--- src/rtl/frog_controller.sv ---
// Frog game controller: synchronised and debounced buttons, grid movement,
// lives/level bookkeeping and the PLAY/HIT/WIN/OVER state machine.
module frog_controller #(
  parameter int unsigned DEBOUNCE_CYCLES = 250000,
  parameter int unsigned FREEZE_CYCLES   = 25000000
) (
  input  logic       clk,
  input  logic       rst_n,
  input  logic       btn_up,
  input  logic       btn_down,
  input  logic       btn_left,
  input  logic       btn_right,
  input  logic       collision,
  output logic [4:0] frog_col,
  output logic [3:0] frog_row,
  output logic [1:0] lives,
  output logic [3:0] level,
  output logic       frozen,
  output logic       game_over
);

  localparam int unsigned DW = $clog2(DEBOUNCE_CYCLES + 1);
  localparam int unsigned FW = $clog2(FREEZE_CYCLES + 1);
  localparam logic [DW-1:0] DEB_LAST = DW'(DEBOUNCE_CYCLES - 1);
  localparam logic [FW-1:0] FRZ_LAST = FW'(FREEZE_CYCLES - 1);
  localparam logic [4:0] START_COL = 5'd9;
  localparam logic [3:0] START_ROW = 4'd14;

  typedef enum logic [1:0] {PLAY, HIT, WIN, OVER} state_t;

  state_t        state;
  logic [3:0]    btn;
  logic [3:0]    sync1;
  logic [3:0]    sync2;
  logic [3:0]    deb;
  logic [3:0]    deb_q;
  logic [3:0]    move;
  logic [DW-1:0] cnt [4];
  logic [FW-1:0] freeze_cnt;
  logic [4:0]    next_col;
  logic [3:0]    next_row;

  // Bit 0 = up, 1 = down, 2 = left, 3 = right; lower index wins on ties.
  assign btn  = {btn_right, btn_left, btn_down, btn_up};
  assign move = deb & ~deb_q;

  always_ff @(posedge clk or negedge rst_n) begin
    if (!rst_n) begin
      sync1 <= '0;
      sync2 <= '0;
      deb   <= '0;
      deb_q <= '0;
      for (int unsigned i = 0; i < 4; i++) cnt[i] <= '0;
    end else begin
      sync1 <= btn;
      sync2 <= sync1;
      deb_q <= deb;
      for (int unsigned i = 0; i < 4; i++) begin
        if (sync2[i] != deb[i]) begin
          if (cnt[i] == DEB_LAST) begin
            deb[i] <= sync2[i];
            cnt[i] <= '0;
          end else begin
            cnt[i] <= cnt[i] + 1'b1;
          end
        end else begin
          cnt[i] <= '0;
        end
      end
    end
  end

  always_comb begin
    next_col = frog_col;
    next_row = frog_row;
    if (move[0]) begin
      if (frog_row != 4'd0) next_row = frog_row - 1'b1;
    end else if (move[1]) begin
      if (frog_row != 4'd14) next_row = frog_row + 1'b1;
    end else if (move[2]) begin
      if (frog_col != 5'd0) next_col = frog_col - 1'b1;
    end else if (move[3]) begin
      if (frog_col != 5'd19) next_col = frog_col + 1'b1;
    end
  end

  always_ff @(posedge clk or negedge rst_n) begin
    if (!rst_n) begin
      state      <= PLAY;
      frog_col   <= START_COL;
      frog_row   <= START_ROW;
      lives      <= 2'd3;
      level      <= '0;
      frozen     <= 1'b0;
      game_over  <= 1'b0;
      freeze_cnt <= '0;
    end else begin
      case (state)
        PLAY: begin
          if (collision) begin
            frog_col   <= START_COL;
            frog_row   <= START_ROW;
            frozen     <= 1'b1;
            freeze_cnt <= '0;
            if (lives > 2'd1) begin
              state <= HIT;
              lives <= lives - 1'b1;
            end else begin
              state     <= OVER;
              lives     <= '0;
              game_over <= 1'b1;
            end
          end else if (|move) begin
            frog_col <= next_col;
            frog_row <= next_row;
            if (next_row == 4'd0) begin
              state      <= WIN;
              frozen     <= 1'b1;
              freeze_cnt <= '0;
              if (level != 4'd15) level <= level + 1'b1;
            end
          end
        end
        HIT, WIN: begin
          if (freeze_cnt == FRZ_LAST) begin
            state  <= PLAY;
            frozen <= 1'b0;
            if (state == WIN) begin
              frog_col <= START_COL;
              frog_row <= START_ROW;
            end
          end else begin
            freeze_cnt <= freeze_cnt + 1'b1;
          end
        end
        OVER: begin
          if (|move) begin
            state     <= PLAY;
            frozen    <= 1'b0;
            game_over <= 1'b0;
            lives     <= 2'd3;
            level     <= '0;
          end
        end
        default: state <= PLAY;
      endcase
    end
  end

endmodule
--- config.mk ---
export PLATFORM = sky130hd
export DESIGN_NAME = frog_controller
export DESIGN_NICKNAME = d
export VERILOG_FILES = /design/src/rtl/frog_controller.sv
export SDC_FILE = /design/constraint.sdc
export NUM_CORES = 1
export LEC_CHECK = 0
export BUFFER_PORTS_ARGS = -buffer_cell sky130_fd_sc_hd__clkbuf_2
export CAP_MARGIN = 20
export CELL_PAD_IN_SITES_DETAIL_PLACEMENT = 0
export CELL_PAD_IN_SITES_GLOBAL_PLACEMENT = 1
export CORE_AREA = 4 4 116 162
export CTS_BUF_LIST = sky130_fd_sc_hd__clkbuf_8
export DETAILED_ROUTE_END_ITERATION = 10
export DIE_AREA = 0 0 120 166
export PLACE_DENSITY = 0.73
export SYNTH_ARGS = -nofsm -noshare
export SYNTH_HDL_FRONTEND = slang
export SYNTH_SLANG_ARGS = --single-unit
--- constraint.sdc ---
create_clock -name clk -period 2.9 [get_ports clk]
set_input_delay 0.29 -clock clk [delete_from_list [all_inputs] [get_ports clk]]
set_output_delay 0.29 -clock clk [all_outputs]
set_load 0.1 [all_outputs]
==> metrics.yaml, run 1 <==
run_status: "completed"
clock_sinks: 132
fin_ws_ns: 0.153
arrival_ns: 3.13
yosysTopAreaCell: "dfrtp_1"
drt_iter0_markers: 294
core_um2: 17300
worstHoldStart: "collision"
area_growth_pct: 13.3
dr_total_vias: 5306
tns_ns: 0
cp_max_fo: 40
design_area_um2: 7690
hpwl_um: 10100
rr_worst_depth: 10
setup_viol: 0
end_kind: "flop"
final.setup_skew_ns: 0.0135
synthFlopType: "dfrtp_1"
wire_per_inst_um: 14.3
start_util_pct: 39.2
synth.area.top_cells: "dfrtp_1, nor2_1, nand3_1"
rsz0062_at_grt: "no"
synthesis.nets: 744
r2r-start: "frog_row[0]"
place.gp.congestion: 0.775
dpl_cell_area_um2: 7220
crit_slowest_cell: "dfrtp_4"
die-area_um2: 19900
r2r_slack_ns: 0.15
grt_max_degree: 82
cts.clk_slew.worst_paths_ns: 0.07
mostFrequentLayoutCells: "dfrtp_1, nor2_1, nand3_1"
cts_max_level: 4
layout_commonest_cell: "dfrtp_1"
rows: 57
r2r_end: "freeze_cnt[12]"
numPortBuffers: 23
max_slew.worst_pin.slew_ns: 0.802
path_cells: "inv_1 -> ha_1 -> and3_1 -> xnor2_1 -> or3_1 -> a31oi_1 -> o21ai_2 -> buf_12 -> or4_1 -> nand3_1"
cellLeakagePower_nw: 3.30
worst_slew_margin_rel_pct: 46.6
fin_nets: 781
worstSkewPairLatency_ns: 0.44
cts-root-buf: "clkbuf_8"
seq_area_frac_synth_pct: 48.8
holdPathStages: 3
power.density_nw_per_um2: 465
n_antenna_cell: 0
syn_area_um2: 6790
die_w_um: 120
ant_nets: 0
cts_tree: "built"
yosysTopAreaCellShare_pct: 46.0
max_stage_delay_ns: 0.53
cts_setup_buffers: 0
cts_buffer_depth: 2
place_ws_ns: 0.168
die_h_um: 166
grt_pass1_wl_um: 25100
grt_pass1_vias: 5345
hp-class: "in -> reg"
track_usage_pct: 15.4
first_pass_iters: 4
wirelength_um: 14400
async_flop_share_pct: 100
power_w: 0.00358
synth-edff-count: 0
layout_min_cycle_time_ns: 2.75
fmaxAchievable_ghz: 0.364
worst_ir_drop_vdd_mv: 0.311
synth.distinct_cells: 59
vias_per_cell: 5.27
ios: 24
drc: 0
ys_seq_elements: 132
worstPathRequired_ns: 3.28
cts-buffers-inserted: 17
cap_violations: 0
antenna_found_initial: 0
synthCells: 721
final_cell_count_no_fill: 1007
syn_area_per_cell_um2: 9.42
yosysWarnings: 0
path_class: "reg -> reg"
slew_violations: 0
min_to: "state[0]"
grt_overflow: 0
final_layout_size_suffix_gt1_share_pct: 10.9
dpl.cell_count: 970
fin_crit_sh_pct: 94.7
crit_path_start_kind: "flop"
hold_viol_final: 0
## cells in the mapped netlist, types with 2 or more instances
cell / count
o221ai_1: 6
dfstp_2: 7
and2_1: 2
nand3b_1: 5
or2_2: 2
nand4_1: 8
xor2_1: 34
inv_1: 27
a21o_1: 5
and3_1: 19
a21oi_1: 24
nand2b_1: 7
nand2_1: 61
or3_1: 13
a31oi_1: 5
clkbuf_1: 19
mux2_2: 6
nand3_1: 70
o31ai_1: 2
dfrtp_1: 125
nor4b_1: 8
ha_1: 15
o22a_1: 2
a211o_1: 2
nor2b_1: 4
o21ai_0: 25
xnor2_1: 35
o21a_1: 4
nor4_1: 9
a41oi_1: 2
o211ai_1: 2
and4_1: 6
or4_1: 12
mux2i_1: 4
nor3_1: 13
nor3b_1: 2
o21ai_1: 6
nor2_1: 102
## registers in the layout, summed over array words and instances (netlist names)
| register | flops |
|---|---|
| cnt | 72 |
| freeze_cnt | 25 |
| frog_col | 5 |
| deb | 4 |
| deb_q | 4 |
| frog_row | 4 |
| level | 4 |
| sync1 | 4 |
| sync2 | 4 |
| lives | 2 |
| state | 2 |
| frozen | 1 |
| game_over | 1 |
## worst max-delay path by stage
stage,endpoint,cells past startpoint,slack [ns],startpoint
4_1_cts,freeze_cnt[24],10,0.17,frog_row[1]
3_5_place_dp,freeze_cnt[24],10,0.17,frog_row[1]
2_1_floorplan,freeze_cnt[11],11,0.007,frog_row[0]
5_1_grt,freeze_cnt[22],10,0.007,frog_row[1]
6_report,freeze_cnt[12],10,0.15,frog_row[0]
3_3_place_gp,freeze_cnt[22],10,0.23,frog_row[1]
## per-stage QoR
step                      util (%)  hold WS [ns]
after floorplan                  -      -0.00559
after global placement        41.7         0.339
after detailed placement      41.7         0.340
after CTS                     44.4         0.240
after global routing          44.4         0.266
final                         44.4         0.267
## power breakdown
group	leakage, nW	total [W]	internal [W]	switching, W
Clock	0.222	0.00159	0.000904	0.000683
Combinational	1.35	0.000105	0.0000334	0.0000715
Sequential	1.73	0.00189	0.00187	0.0000200
Total	3.30	0.00358	0.00281	0.000775
## area by class of cell
type	count	area, um^2
Clock buffer	20	275
Clock inverter	12	138
Fill cell	1652	9640
Inverter	27	101
Multi-Input combinational cell	540	3290
Sequential cell	132	3320
Tap cell	236	295
Timing Repair Buffer	40	274
## routing by layer
| metal | track usage, % | routed length, um |
|---|---|---|
| met1 | 18.6 | 6380 |
| met2 | 26.3 | 7300 |
| met3 | 3.99 | 478 |
| met4 | 5.53 | 195 |
| met5 | 0 | 0 |
## cell families (layout without fill, tap and decap cells)
kind of cell / after synthesis / after routing / share of synthesized area (%)
AO/OA/AOI/OAI: 99 / 99 / 9.49
AND/OR/NAND/NOR: 346 / 346 / 25.3
multiplexers: 10 / 10 / 1.58
XOR/XNOR: 69 / 69 / 8.90
buffers and inverters: 49 / 99 / 2.89
adder cells (fa/ha/maj): 16 / 16 / 3.06
flip-flops: 132 / 132 / 48.8
## repair_timing
item | CTS | global route
setup endpoints to repair | 0 | 1
hold buffers | 5 | 0
resized for setup | 0 | 1
endpoints found under the hold margin | 79 | 0
## worst max-delay path: cells and delay by family (launching register included)
| family | cells | cell delay (ns) |
|---|---|---|
| AOI/OAI and AO/OA | 2 | 0.38 |
| adders and majority gates | 1 | 0.18 |
| xor gates and xnor gates | 1 | 0.09 |
| and+or+nand+nor | 4 | 1.19 |
| DFF | 1 | 0.53 |
| buffers and inverters | 2 | 0.31 |
Power figures use the tool's default switching activity.
==> run 2, diff against run 1 <==
CELL_PAD_IN_SITES_DETAIL_PLACEMENT = unset   (was 0)
CELL_PAD_IN_SITES_GLOBAL_PLACEMENT = unset   (was 1)
PLACE_DENSITY = 0.62   (was 0.73)
==> metrics.yaml, run 2 (same netlist as run 1, synthesis figures left out) <==
run_status: "completed"
cts-root-buf: "clkbuf_8"
mostFrequentLayoutCells: "dfrtp_1, nor2_1, nand3_1"
worstPathRequired_ns: 3.27
crit_start: "frog_row[1]"
hold_viol_final: 0
top_regs: "cnt: 72 flops, freeze_cnt: 25 flops, frog_col: 5 flops"
antenna_found_initial: 0
cts_buffer_depth: 2
layout_min_cycle_time_ns: 2.78
rows: 57
core_um2: 17300
max_stage_delay_ns: 0.67
grt_pass1_vias: 5232
r2r_end: "freeze_cnt[3]"
place_ws_ns: 0.147
cts_max_level: 4
slew_violations: 0
drt_iter0_markers: 309
crit_slowest_cell: "dfstp_4"
tns_ns: 0
path_class: "reg -> reg"
fin_crit_sh_pct: 96.0
top_register: "cnt"
r2r_slack_ns: 0.12
cap_violations: 0
die_w_um: 120
cts-buffers-inserted: 17
power_w: 0.00370
rsz0062_at_grt: "no"
worstHoldStart: "collision"
cts.clk_slew.worst_paths_ns: 0.08
power.density_nw_per_um2: 478
start_util_pct: 39.2
die_h_um: 166
arrival_ns: 3.16
path_cells: "inv_1 -> ha_1 -> nand2b_1 -> mux2i_1 -> a221o_1 -> a211oi_4 -> o21ai_2 -> buf_12 -> or4_1 -> nand3_1"
r2r-start: "frog_row[1]"
cp-endpoint: "freeze_cnt[3]"
grt_pass1_wl_um: 24500
wirelength_um: 13900
layout_commonest_cell: "dfrtp_1"
setup_viol: 0
area_growth_pct: 13.8
wire_per_inst_um: 13.8
hp-class: "in -> reg"
worst_slew_margin_rel_pct: 53.1
cp_max_fo: 40
die-area_um2: 19900
cts_setup_buffers: 0
fin_ws_ns: 0.115
end_kind: "flop"
cp_num_buf_inv: 2
path_depth: 10
dr_total_vias: 5233
final.setup_skew_ns: 0.0131
max_slew.worst_pin.slew_ns: 0.704
fin_nets: 781
rr_worst_depth: 10
numPortBuffers: 23
n_antenna_cell: 0
fmaxAchievable_ghz: 0.359
worst_ir_drop_vdd_mv: 0.358
critical-path-top-delay-family: "compound AO/OA/AOI/OAI gates"
clock_sinks: 132
drc: 0
ant_nets: 0
cts_tree: "built"
cellLeakagePower_nw: 3.29
first_pass_iters: 4
worstSkewPairLatency_ns: 0.44
vias_per_cell: 5.20
hpwl_um: 9540
track_usage_pct: 14.8
place.gp.congestion: 0.799
ios: 24
grt_max_degree: 77
final_layout_size_suffix_gt1_share_pct: 11.3
fillerInstances: 1688
largest_register_ffs: 72
crit_path_start_kind: "flop"
grt_overflow: 0
run 2: power breakdown:
part	internal, W	switching, W	leakage, nW
logic	0.0000350	0.0000700	1.35
registers	0.00187	0.0000197	1.73
clock network	0.000941	0.000763	0.204
run 2: area by class of cell:
type                            count  area [um^2]  share of cell area, %
Tap cell                          236          295                   3.82
Clock buffer                       17          234                   3.03
Inverter                           27          101                   1.31
Clock inverter                     15          206                   2.67
Sequential cell                   132         3320                   42.9
Multi-Input combinational cell    540         3290                   42.5
Timing Repair Buffer               40          287                   3.71
run 2: worst min-delay path, cell delays in order:
cell and delay [ns]:
clkbuf_2 0.17, nand2_1 0.13, mux2i_1 0.08
run 2: repair_timing:
action                                  4_1_cts  5_1_grt
resized for setup                             0        1
endpoints found under the setup margin        0        3
hold buffers                                  5        0
hold endpoints to repair                     74        0
run 2: metrics by stage:
step	cells	utilization [%]	hold WS, ns	instance area [um^2]
6_report	1007	44.6	0.266	7730
5_1_grt	1007	44.6	0.260	7730
4_1_cts	1007	44.6	0.227	7730
3_5_place_dp	970	41.8	0.336	7240
3_3_place_gp	970	41.8	0.333	7240
2_1_floorplan	721	-	-0.00559	6810
run 2: worst min-delay path by stage:
stage / end / cells after the start / slack [ns]
2_1_floorplan: cnt[0] / 0 / -0.006
5_1_grt: lives[0] / 3 / 0.26
4_1_cts: state[0] / 3 / 0.23
3_3_place_gp: sync2[3] / 0 / 0.33
3_5_place_dp: sync2[1] / 0 / 0.34
6_report: state[0] / 3 / 0.27
run 2: metal layers:
layer	vias to the layer above	global-route usage, %	wire length (um)
li1	2600	-	-
met1	2544	18.3	6270
met2	72	24.7	6890
met3	17	3.99	498
met4	0	5.08	198
met5	-	0	0
